`src/rtl/fetch_queue_if.sv`:
```
// Fetch front-end bus: instruction-memory request/response plus the decode-side
// valid/ready delivery channel. master = fetch queue, slave = memory/decode side.
interface fetch_queue_if #(
  parameter int unsigned INST_W = 16,
  parameter int unsigned ADDR_W = 16
) ();
  logic              imem_req;
  logic [ADDR_W-1:0] imem_addr;
  logic              imem_gnt;
  logic              imem_rvalid;
  logic [INST_W-1:0] imem_rdata;
  logic              inst_valid;
  logic [INST_W-1:0] inst;
  logic [ADDR_W-1:0] inst_pc;
  logic              inst_ready;

  modport master (
    output imem_req, imem_addr, inst_valid, inst, inst_pc,
    input  imem_gnt, imem_rvalid, imem_rdata, inst_ready
  );

  modport slave (
    input  imem_req, imem_addr, inst_valid, inst, inst_pc,
    output imem_gnt, imem_rvalid, imem_rdata, inst_ready
  );
endinterface

```
`src/rtl/fetch_queue.sv`:
```
// Instruction fetch front end: PC-sequential requests, DEPTH-entry queue, redirect and halt.
// Optional FQ_BYPASS_EN: a response into an empty queue with decode ready goes straight out.
module fetch_queue #(
  parameter int unsigned       INST_W   = 16,
  parameter int unsigned       ADDR_W   = 16,
  parameter int unsigned       DEPTH    = 4,
  parameter int unsigned       PC_INC   = 2,
  parameter logic [ADDR_W-1:0] RESET_PC = '0
) (
  input  logic              clk,
  input  logic              rst,
  fetch_queue_if.master     bus,
  input  logic              redirect,
  input  logic [ADDR_W-1:0] redirect_pc,
  input  logic              halt,
  output logic              err
);

  localparam int unsigned PTR_W = (DEPTH > 1) ? $clog2(DEPTH) : 1;
  localparam int unsigned CNT_W = PTR_W + 1;

  typedef enum logic [1:0] {StIdle, StReq, StWait} state_e;

  state_e            state_q;
  logic [ADDR_W-1:0] pc_q;
  logic [ADDR_W-1:0] req_pc_q;
  logic              req_q;
  logic              epoch_q;
  logic              tag_q;
  logic              err_q;
  logic [PTR_W-1:0]  wr_ptr_q;
  logic [PTR_W-1:0]  rd_ptr_q;
  logic [CNT_W-1:0]  count_q;
  logic [INST_W-1:0] inst_mem_q [DEPTH];
  logic [ADDR_W-1:0] pc_mem_q   [DEPTH];

  logic fifo_empty;
  logic fifo_full;
  logic resp_ok;
  logic bypass;
  logic push;
  logic pop;
  logic wr_en;
  logic overflow;
  logic start;
  logic proto_err;

  always_comb begin
    fifo_empty = (count_q == '0);
    fifo_full  = (count_q == CNT_W'(DEPTH));
    // Responses tagged with a stale epoch belong to a pre-redirect stream.
    resp_ok    = (state_q == StWait) && bus.imem_rvalid && (tag_q == epoch_q);
`ifdef FQ_BYPASS_EN
    bypass     = resp_ok && fifo_empty && bus.inst_ready && !redirect;
`else
    bypass     = 1'b0;
`endif
    push       = resp_ok && !bypass;
    pop        = !fifo_empty && bus.inst_ready;
    overflow   = push && fifo_full && !pop;
    wr_en      = push && !overflow && !redirect;
    // Only IDLE can start a request, and nothing is outstanding there.
    start      = !halt && (count_q < CNT_W'(DEPTH));
    proto_err  = (bus.imem_rvalid && (state_q != StWait)) || (bus.imem_gnt && !req_q) ||
                 overflow;
  end

  assign bus.imem_req   = req_q;
  assign bus.imem_addr  = pc_q;
  assign bus.inst_valid = !fifo_empty || bypass;
  assign bus.inst       = fifo_empty ? bus.imem_rdata : inst_mem_q[rd_ptr_q];
  assign bus.inst_pc    = fifo_empty ? req_pc_q : pc_mem_q[rd_ptr_q];
  assign err            = err_q;

  always_ff @(posedge clk or negedge rst) begin
    if (!rst) begin
      state_q  <= StIdle;
      pc_q     <= RESET_PC;
      req_pc_q <= RESET_PC;
      req_q    <= 1'b0;
      epoch_q  <= 1'b0;
      tag_q    <= 1'b0;
      err_q    <= 1'b0;
    end else begin
      if (proto_err) err_q <= 1'b1;
      unique case (state_q)
        StIdle: begin
          if (start) begin
            state_q <= StReq;
            req_q   <= 1'b1;
          end
        end
        StReq: begin
          // A grant wins over a coincident redirect: the request is outstanding.
          if (bus.imem_gnt) begin
            state_q  <= StWait;
            req_q    <= 1'b0;
            tag_q    <= epoch_q;
            req_pc_q <= pc_q;
            pc_q     <= pc_q + ADDR_W'(PC_INC);
          end else if (redirect) begin
            state_q <= StIdle;
            req_q   <= 1'b0;
          end
        end
        StWait: begin
          if (bus.imem_rvalid) state_q <= StIdle;
        end
        default: begin
          state_q <= StIdle;
          req_q   <= 1'b0;
        end
      endcase
      if (redirect) begin
        pc_q    <= redirect_pc;
        epoch_q <= !epoch_q;
      end
    end
  end

  always_ff @(posedge clk or negedge rst) begin
    if (!rst) begin
      wr_ptr_q <= '0;
      rd_ptr_q <= '0;
      count_q  <= '0;
    end else if (redirect) begin
      wr_ptr_q <= '0;
      rd_ptr_q <= '0;
      count_q  <= '0;
    end else begin
      if (wr_en) wr_ptr_q <= wr_ptr_q + PTR_W'(1);
      if (pop)   rd_ptr_q <= rd_ptr_q + PTR_W'(1);
      case ({wr_en, pop})
        2'b10:   count_q <= count_q + CNT_W'(1);
        2'b01:   count_q <= count_q - CNT_W'(1);
        default: count_q <= count_q;
      endcase
    end
  end

  always_ff @(posedge clk) begin
    if (wr_en) begin
      inst_mem_q[wr_ptr_q] <= bus.imem_rdata;
      pc_mem_q[wr_ptr_q]   <= req_pc_q;
    end
  end

endmodule

```
`src/flat_wrapper.sv`:
```
// flat-port wrapper written by rule: the top's interface ports become plain ports
module fetch_queue_flat 
#(
  parameter int unsigned       INST_W   = 16,
  parameter int unsigned       ADDR_W   = 16,
  parameter int unsigned       DEPTH    = 4,
  parameter int unsigned       PC_INC   = 2,
  parameter logic [ADDR_W-1:0] RESET_PC = '0
)
  (clk, rst, redirect, redirect_pc, halt, err, bus_imem_req, bus_imem_addr, bus_inst_valid, bus_inst, bus_inst_pc, bus_imem_gnt, bus_imem_rvalid, bus_imem_rdata, bus_inst_ready);
  fetch_queue_if #(.INST_W(INST_W), .ADDR_W(ADDR_W)) bus_i ();
  input  logic clk;
  input  logic rst;
  input  logic redirect;
  input  logic [ADDR_W-1:0] redirect_pc;
  input  logic halt;
  output logic err;
  output wire logic [$bits(bus_i.imem_req)-1:0] bus_imem_req;
  output wire logic [$bits(bus_i.imem_addr)-1:0] bus_imem_addr;
  output wire logic [$bits(bus_i.inst_valid)-1:0] bus_inst_valid;
  output wire logic [$bits(bus_i.inst)-1:0] bus_inst;
  output wire logic [$bits(bus_i.inst_pc)-1:0] bus_inst_pc;
  input wire logic [$bits(bus_i.imem_gnt)-1:0] bus_imem_gnt;
  input wire logic [$bits(bus_i.imem_rvalid)-1:0] bus_imem_rvalid;
  input wire logic [$bits(bus_i.imem_rdata)-1:0] bus_imem_rdata;
  input wire logic [$bits(bus_i.inst_ready)-1:0] bus_inst_ready;
  assign bus_imem_req = bus_i.imem_req;
  assign bus_imem_addr = bus_i.imem_addr;
  assign bus_inst_valid = bus_i.inst_valid;
  assign bus_inst = bus_i.inst;
  assign bus_inst_pc = bus_i.inst_pc;
  assign bus_i.imem_gnt = bus_imem_gnt;
  assign bus_i.imem_rvalid = bus_imem_rvalid;
  assign bus_i.imem_rdata = bus_imem_rdata;
  assign bus_i.inst_ready = bus_inst_ready;
  fetch_queue #(.INST_W(INST_W), .ADDR_W(ADDR_W), .DEPTH(DEPTH), .PC_INC(PC_INC), .RESET_PC(RESET_PC)) u_core (.clk(clk), .rst(rst), .bus(bus_i), .redirect(redirect), .redirect_pc(redirect_pc), .halt(halt), .err(err));
endmodule
```
`config.mk`:
```
export PLATFORM = sky130hd
export DESIGN_NAME = fetch_queue_flat
export DESIGN_NICKNAME = d
export VERILOG_FILES = /design/src/rtl/fetch_queue_if.sv /design/src/rtl/fetch_queue.sv /design/src/flat_wrapper.sv
export SDC_FILE = /design/constraint.sdc
export NUM_CORES = 1
export LEC_CHECK = 0
export ABC_AREA = 0
export BUFFER_PORTS_ARGS = -buffer_cell sky130_fd_sc_hd__buf_2
export CAP_MARGIN = 20
export CORE_MARGIN = 2
export CORE_UTILIZATION = 45
export DETAILED_ROUTE_END_ITERATION = 16
export PLACE_DENSITY = 0.77
export SLEW_MARGIN = 20
export SYNTH_ARGS = -nofsm -noshare
export SYNTH_HDL_FRONTEND = slang
export SYNTH_SLANG_ARGS = --single-unit
export TNS_END_PERCENT = 20
```
`constraint.sdc`:
```
create_clock -name clk -period 2.6 [get_ports clk]
set_clock_uncertainty 0.15 [all_clocks]
set_input_delay 0.78 -clock clk [delete_from_list [all_inputs] [get_ports clk]]
set_output_delay 0.78 -clock clk [all_outputs]
set_load 0.01 [all_outputs]
```
Yosys cells after proc, flatten, opt, wreduce, memory -nomap -nowiden
Memories as Yosys holds them, arrays and structs flattened. Cells that the tools add are included.

Bits in registers: 45. RAM bits: 128. Bits of input ports: 39. Output and inout port bits: 51. Logic and storage cells: 81. Memories kept: 2.

Add/sub/neg operators: 5. $lt $le $gt $ge: 1. Eq/ne operators: 10. Multiplexer cells: 22. Bitwise operators: 1. Reductions and logical operators: 30.

Memory list: u_core.inst_mem_q (depth 4, bits a word 16, read ports 1, clocked after Yosys merged registers in 0, write ports 1, RTL line fetch_queue.sv:34) `logic [INST_W-1:0] inst_mem_q [DEPTH];`; u_core.pc_mem_q (depth 4, bits a word 16, read ports 1, clocked after Yosys merged registers in 0, write ports 1, RTL line fetch_queue.sv:35) `logic [ADDR_W-1:0] pc_mem_q [DEPTH];`.

Operators by type and width (number): 16-bit 2-to-1 mux (5); 16-bit by 2-bit adder with 16-bit output (second input constant) (1); 2-bit 2-to-1 mux (8); 1-bit logical AND (10); 2-bit nonzero test (4); 1-bit zero test (7); 2-bit one-hot mux with 3 select lines (1); 3-bit one-hot mux with 2 select lines (1); 3-bit AND reduction (2); 1-bit 2-to-1 mux (5); 2-bit by 1-bit adder with 2-bit output (second input constant) (2); 2-bit by 1-bit == test with 1-bit output (second input constant) (2); 2-bit == test (second input constant) (2); 2-bit != test (second input constant) (2); 2-bit AND reduction (2); 3-bit by 1-bit adder with 3-bit output (second input constant) (1); 3-bit == test (second input constant) (1); 3-bit zero test (1); 3-bit less-than comparator (second input constant) (1); 3-bit 2-to-1 mux (1); 3-bit != test (second input constant) (1); 1-bit one-hot mux with 3 select lines (1); 3-bit nonzero test (1); 3-bit by 1-bit subtractor with 3-bit output (second input constant) (1); 5 further kinds (6).

Depth between registers and ports, before layout
Depth after elaboration: 11. Mapped depth: 9. Gate-level depth less buffers: 8.

Worst setup path after synthesis
OpenSTA, ideal clock, no wires.

Path type: input-to-reg. Start point: in bus_imem_rvalid. End point: reg u_core.count_q[2]. Setup time: 135 ps. Data arrival time: 2521 ps. Data required time: 2315 ps. Slack: -206 ps. Cell stages on the path: 8. Buffers on the path: 0. Cells stage by stage: inv_1 > nor4b_4 > a21oi_1 > fa_1 > nor2b_1 > or2_2 > a221oi_1 > nor3_1.

Word-level cells in the longest chain between the ends: 10. Elaborated cells between the ends (all ways): 12. Those cells by class: eq/ne (2); mux (2); reduce/logical (8).

RTL lines: from (decl) (RTL line flat_wrapper.sv:24) `input wire logic [$bits(bus_i.imem_rvalid)-1:0] bus_imem_rvalid;`; 1-bit logical AND (*) (2 in a row) (RTL line fetch_queue.sv:52) `resp_ok = (state_q == StWait) && bus.imem_rvalid && (tag_q == epoch_q);`; 1-bit logical AND (2 in a row) (RTL line fetch_queue.sv:60) `overflow = push && fifo_full && !pop;`; 1-bit zero test (RTL line fetch_queue.sv:61) `wr_en = push && !overflow && !redirect;`; 1-bit logical AND (*) (2 in a row) (RTL line fetch_queue.sv:61); 2-bit by 1-bit == test with 1-bit output or 2-bit == test (tied branches) (RTL line fetch_queue.sv:133) `case ({wr_en, pop})`; 3-bit one-hot mux with 2 select lines (RTL line fetch_queue.sv:133); 3-bit 2-to-1 mux (RTL line fetch_queue.sv:126) `end else if (redirect) begin`; to (signal assigned) (RTL line fetch_queue.sv:134) `2'b10: count_q <= count_q + CNT_W'(1);`; to (signal assigned) (RTL line fetch_queue.sv:135) `2'b01: count_q <= count_q - CNT_W'(1);`; to (signal assigned) (RTL line fetch_queue.sv:136) `default: count_q <= count_q;`; to (decl) (RTL line fetch_queue.sv:33) `logic [CNT_W-1:0] count_q;`.

Mark *: on every way between the ends. The rest lies on a longest branch, timed or not. A chain may end at the register's enable or synchronous reset.

Final worst setup path
Start point: reg u_core.rd_ptr_q[0]. End point: out bus_inst_pc[12].

Word-level cells in the longest chain between the ends: 2.

RTL lines: from (decl) (RTL line fetch_queue.sv:32) `logic [PTR_W-1:0] rd_ptr_q;`; from (signal assigned) (RTL line fetch_queue.sv:132) `if (pop) rd_ptr_q <= rd_ptr_q + PTR_W'(1);`; memory 4 x 16 bit; 16-bit 2-to-1 mux (RTL line fetch_queue.sv:72) `assign bus.inst_pc = fifo_empty ? req_pc_q : pc_mem_q[rd_ptr_q];`; to (decl) (RTL line flat_wrapper.sv:22) `output wire logic [$bits(bus_i.inst_pc)-1:0] bus_inst_pc;`.

No other way between the ends.

==> results.py <==
metrics = {
    "placed_design": {
        "dpl.hpwl_um": 9510,
        "detailed_place.area_mm2": 0.00825,
        "buffer_ports.inserted": 89,
        "gp_congestion": 0.827,
    },
    "sta": {
        "timing_max_transition_violations_final": 0,
        "report.final.hold_viol_count": 0,
        "final_setup_slack_of_the_worst_path_ns": -0.317,
        "setup-violations-final": 32,
        "relSlewSlack": 0.753,
        "setup_repair_after_global_routing_missed_its_margin": "yes",
        "min_period_ns": 2.92,
        "tightest_slew_ns": 0.367,
        "final_clock_period_utilization_by_the_worst_path": 1.12,
        "setup_tns_ns": -9.51,
        "achievable-frequency_ghz": 0.343,
    },
    "drt": {
        "vias_per_cell": 5.38,
        "num_vias": 4267,
        "route.detailed.drc": 0,
        "wl_um": 14700,
        "routed_len_inst_um": 18.6,
        "detail_route.first_pass.iterations": 4,
        "initialDrtViolationCount": 263,
        "drt.antenna.violating_nets": 0,
    },
    "cells_and_area": {
        "insertedDiodeCount": 0,
        "design.final.nets": 609,
        "fill_cell_count": 1196,
        "area_growth_pct": 28.4,
        "multi_input_comb_area_mm2": 0.00232,
        "final_cell_area_mm2": 0.00934,
        "seqCellArea_mm2": 0.00497,
        "layout-drive-gt1-share": 0.406,
    },
    "synth": {
        "synthesis.instances": 449,
        "synthesis.yosys.warnings": 0,
        "asyncSetResetFlopFracSynth": 0.260,
        "synth_nets": 494,
        "synth.avg_cell_area_um2": 16.2,
        "yosys.area.top_type_share": 0.529,
        "synth.area.top_cells": "sky130_fd_sc_hd__edfxtp_1 (53%), sky130_fd_sc_hd__dfrtp_1 (15%), sky130_fd_sc_hd__mux4_2 (9.9%), sky130_fd_sc_hd__mux2_2 (5.0%), sky130_fd_sc_hd__nand2_1 (3.1%)",
        "synth-main-ff-cell": "sky130_fd_sc_hd__edfxtp_1",
        "synth_top_area_cell": "sky130_fd_sc_hd__edfxtp_1",
        "synth_sequential_area_ratio": 0.684,
        "post_synth_edffs": 128,
        "synthMostInstantiatedCell": "sky130_fd_sc_hd__edfxtp_1",
        "post_synth_num_cell_types": 45,
        "ys_top_cells_by_count": "sky130_fd_sc_hd__edfxtp_1 (128), sky130_fd_sc_hd__nand2_1 (61), sky130_fd_sc_hd__dfrtp_1 (45)",
        "ys_seq_elements": 173,
        "mappedNetlistArea_mm2": 0.00727,
    },
    "global_route": {
        "number_of_antenna_violations_at_the_first_check_in_global_routing": 0,
        "vias_in_the_first_global_route": 4425,
        "first_pass_grt_wire_length_um": 23700,
        "grt_max_degree": 36,
        "global_route.usage.total": 0.176,
        "globalRoute.totalOverflow": 0,
    },
    "floorplan": {
        "floorplan.initialDensity": 0.459,
        "floorplan.die.height_um": 131,
        "die-area_mm2": 0.0172,
        "core_area_mm2": 0.0158,
        "top_level_ports": 90,
        "placement_rows": 46,
        "floorplan.die.width_um": 131,
    },
    "clocking": {
        "htree_num_levels": 4,
        "tritoncts": "built",
        "clkTransAtPathRegs_ns": 0.06,
        "clock_path_buffers": 2,
        "worstSkewPairLatency_ns": 0.42,
        "clock_tree.root_cell": "sky130_fd_sc_hd__clkbuf_16",
        "cts_inserted_buffers": 17,
        "cts.sinks": 173,
    },
    "setup_path": {
        "arrival_ns": 1.99,
        "crit_path_start_kind": "flip-flop",
        "worst_ep_required_time_ns": 1.67,
        "cp-end-kind": "output pin",
        "path_class": "flip-flop to output pin",
        "crit_path_top_delay_cell": "sky130_fd_sc_hd__mux4_2",
        "worst-path-max-fanout": 6,
        "r2r-start": "u_core.count_q[2]",
        "crit_path_launch": "u_core.rd_ptr_q[0]",
        "crit_path_max_incr_delay_ns": 0.48,
        "sequence_of_cells_on_the_critical_path": "buf_12 > clkbuf_16 > mux4_2 > mux2_2 > buf_2",
    },
    "run": {
        "max-cap-violations": 0,
    },
    "power": {
        "power_leakage_nw": 3.51,
        "p_per_area_mw_per_mm2": 994,
        "vdd_drop_max_mv": 0.569,
    },
    "min_path": {
        "hp-class": "input pin to async pin",
    },
    "run_status": {
        "violations": "negative setup slack",
        "status": "finished, violations left",
    },
}
-- logic make-up (layout without fill, tap and decap cells) --
group           Yosys count  count (layout)  share of synthesized area
simple gates            117             117                     0.0809
xor+xnor                 15              15                     0.0181
buf+inv                  34             162                     0.0189
mux                      70              70                      0.157
flops                   173             173                      0.684
compound gates           34              34                     0.0301
fa+ha+maj                 6               6                     0.0114
-- placed cells by master, fill, tap and decap left out, drive strengths merged, types with 2 or more instances in the layout --
master    instances
o21ai            14
ha                5
or3               2
nand4             5
edfxtp          128
clkinvlp          4
a31oi             3
mux2             33
or4               4
clkbuf           21
and3              4
a221o             2
nand2            61
nor4b             2
nor2             14
a221oi            2
nor3              4
inv               9
bufinv            5
nor4              3
nand3             4
o211ai            2
a21oi             3
dfrtp            45
o31ai             4
buf             119
clkinv            4
mux4             32
nor3b             2
nand3b            3
nand2b            2
or2               3
mux2i             5
xor2              7
xnor2             8
-- state kept, by name (all words and copies together) (netlist names) --
| name | flops |
|---|---|
| u_core.bus.imem_addr | 16 |
| u_core.bus.imem_req | 1 |
| u_core.count_q | 3 |
| u_core.epoch_q | 1 |
| u_core.err | 1 |
| u_core.inst_mem_q | 64 |
| u_core.pc_mem_q | 64 |
| u_core.rd_ptr_q | 2 |
| u_core.req_pc_q | 16 |
| u_core.state_q | 2 |
| u_core.tag_q | 1 |
| u_core.wr_ptr_q | 2 |
-- area by class of cell --
type                            count  share of cell area
Sequential cell                   173               0.533
Multi-Input combinational cell    242               0.248
Timing Repair Buffer              122               0.118
Clock buffer                       18              0.0460
Tap cell                          216              0.0290
Clock inverter                     14              0.0232
Inverter                            8             0.00322
-- through the flow --
step | hold slack [ns] | worst slack, ns | util | instances | power [mW]
floorplan | 0.313 | -0.126 | - | 449 | 5.00
finish | 0.0869 | -0.317 | 0.590 | 793 | 9.28
global placement | 0.333 | -0.130 | 0.521 | 756 | 5.81
global route | 0.101 | -0.365 | 0.590 | 793 | 9.69
detailed placement | 0.357 | -0.220 | 0.521 | 756 | 5.91
CTS | 0.0849 | -0.355 | 0.581 | 789 | 9.21
-- worst max-delay path, delay by kind of cell (launching register included) --
family	cells	cell delay, ns
DFF	1	0.37
muxes	2	0.75
buffers and inverters	3	0.45
-- where the power goes --
group	switching [mW]	internal (mW)
clock network	1.02	1.71
logic	1.21	1.66
registers	0.330	3.35
total	2.57	6.72
-- per-layer routing --
metal / part of all wire / track usage
met1: 0.43 / 0.232
met2: 0.52 / 0.296
met3: 0.047 / 0.0417
met4: 0.0095 / 0.0495
met5: 0 / 0
-- worst paths after layout --
check | slack (ns) | to | cells past startpoint
worst min-delay path | 0.09 | u_core.bus.imem_addr[1] | 1
min in group clk | 0.36 | u_core.err | 2
worst min register to register | 0.36 | u_core.err | 2
max in group asynchronous | 1.66 | u_core.bus.imem_req | 2
worst max register to register | 0.14 | u_core.count_q[2] | 9
worst max-delay path | -0.32 | bus_inst_pc[12] | 5
-- repair_timing --
item,4_1_cts,5_1_grt
resized for setup,58,8
endpoints found under the setup margin,33,34
gates cloned,0,3
hold buffers,0,0
setup buffers,1,1
Note: power is estimated with default switching activity, not from simulation.
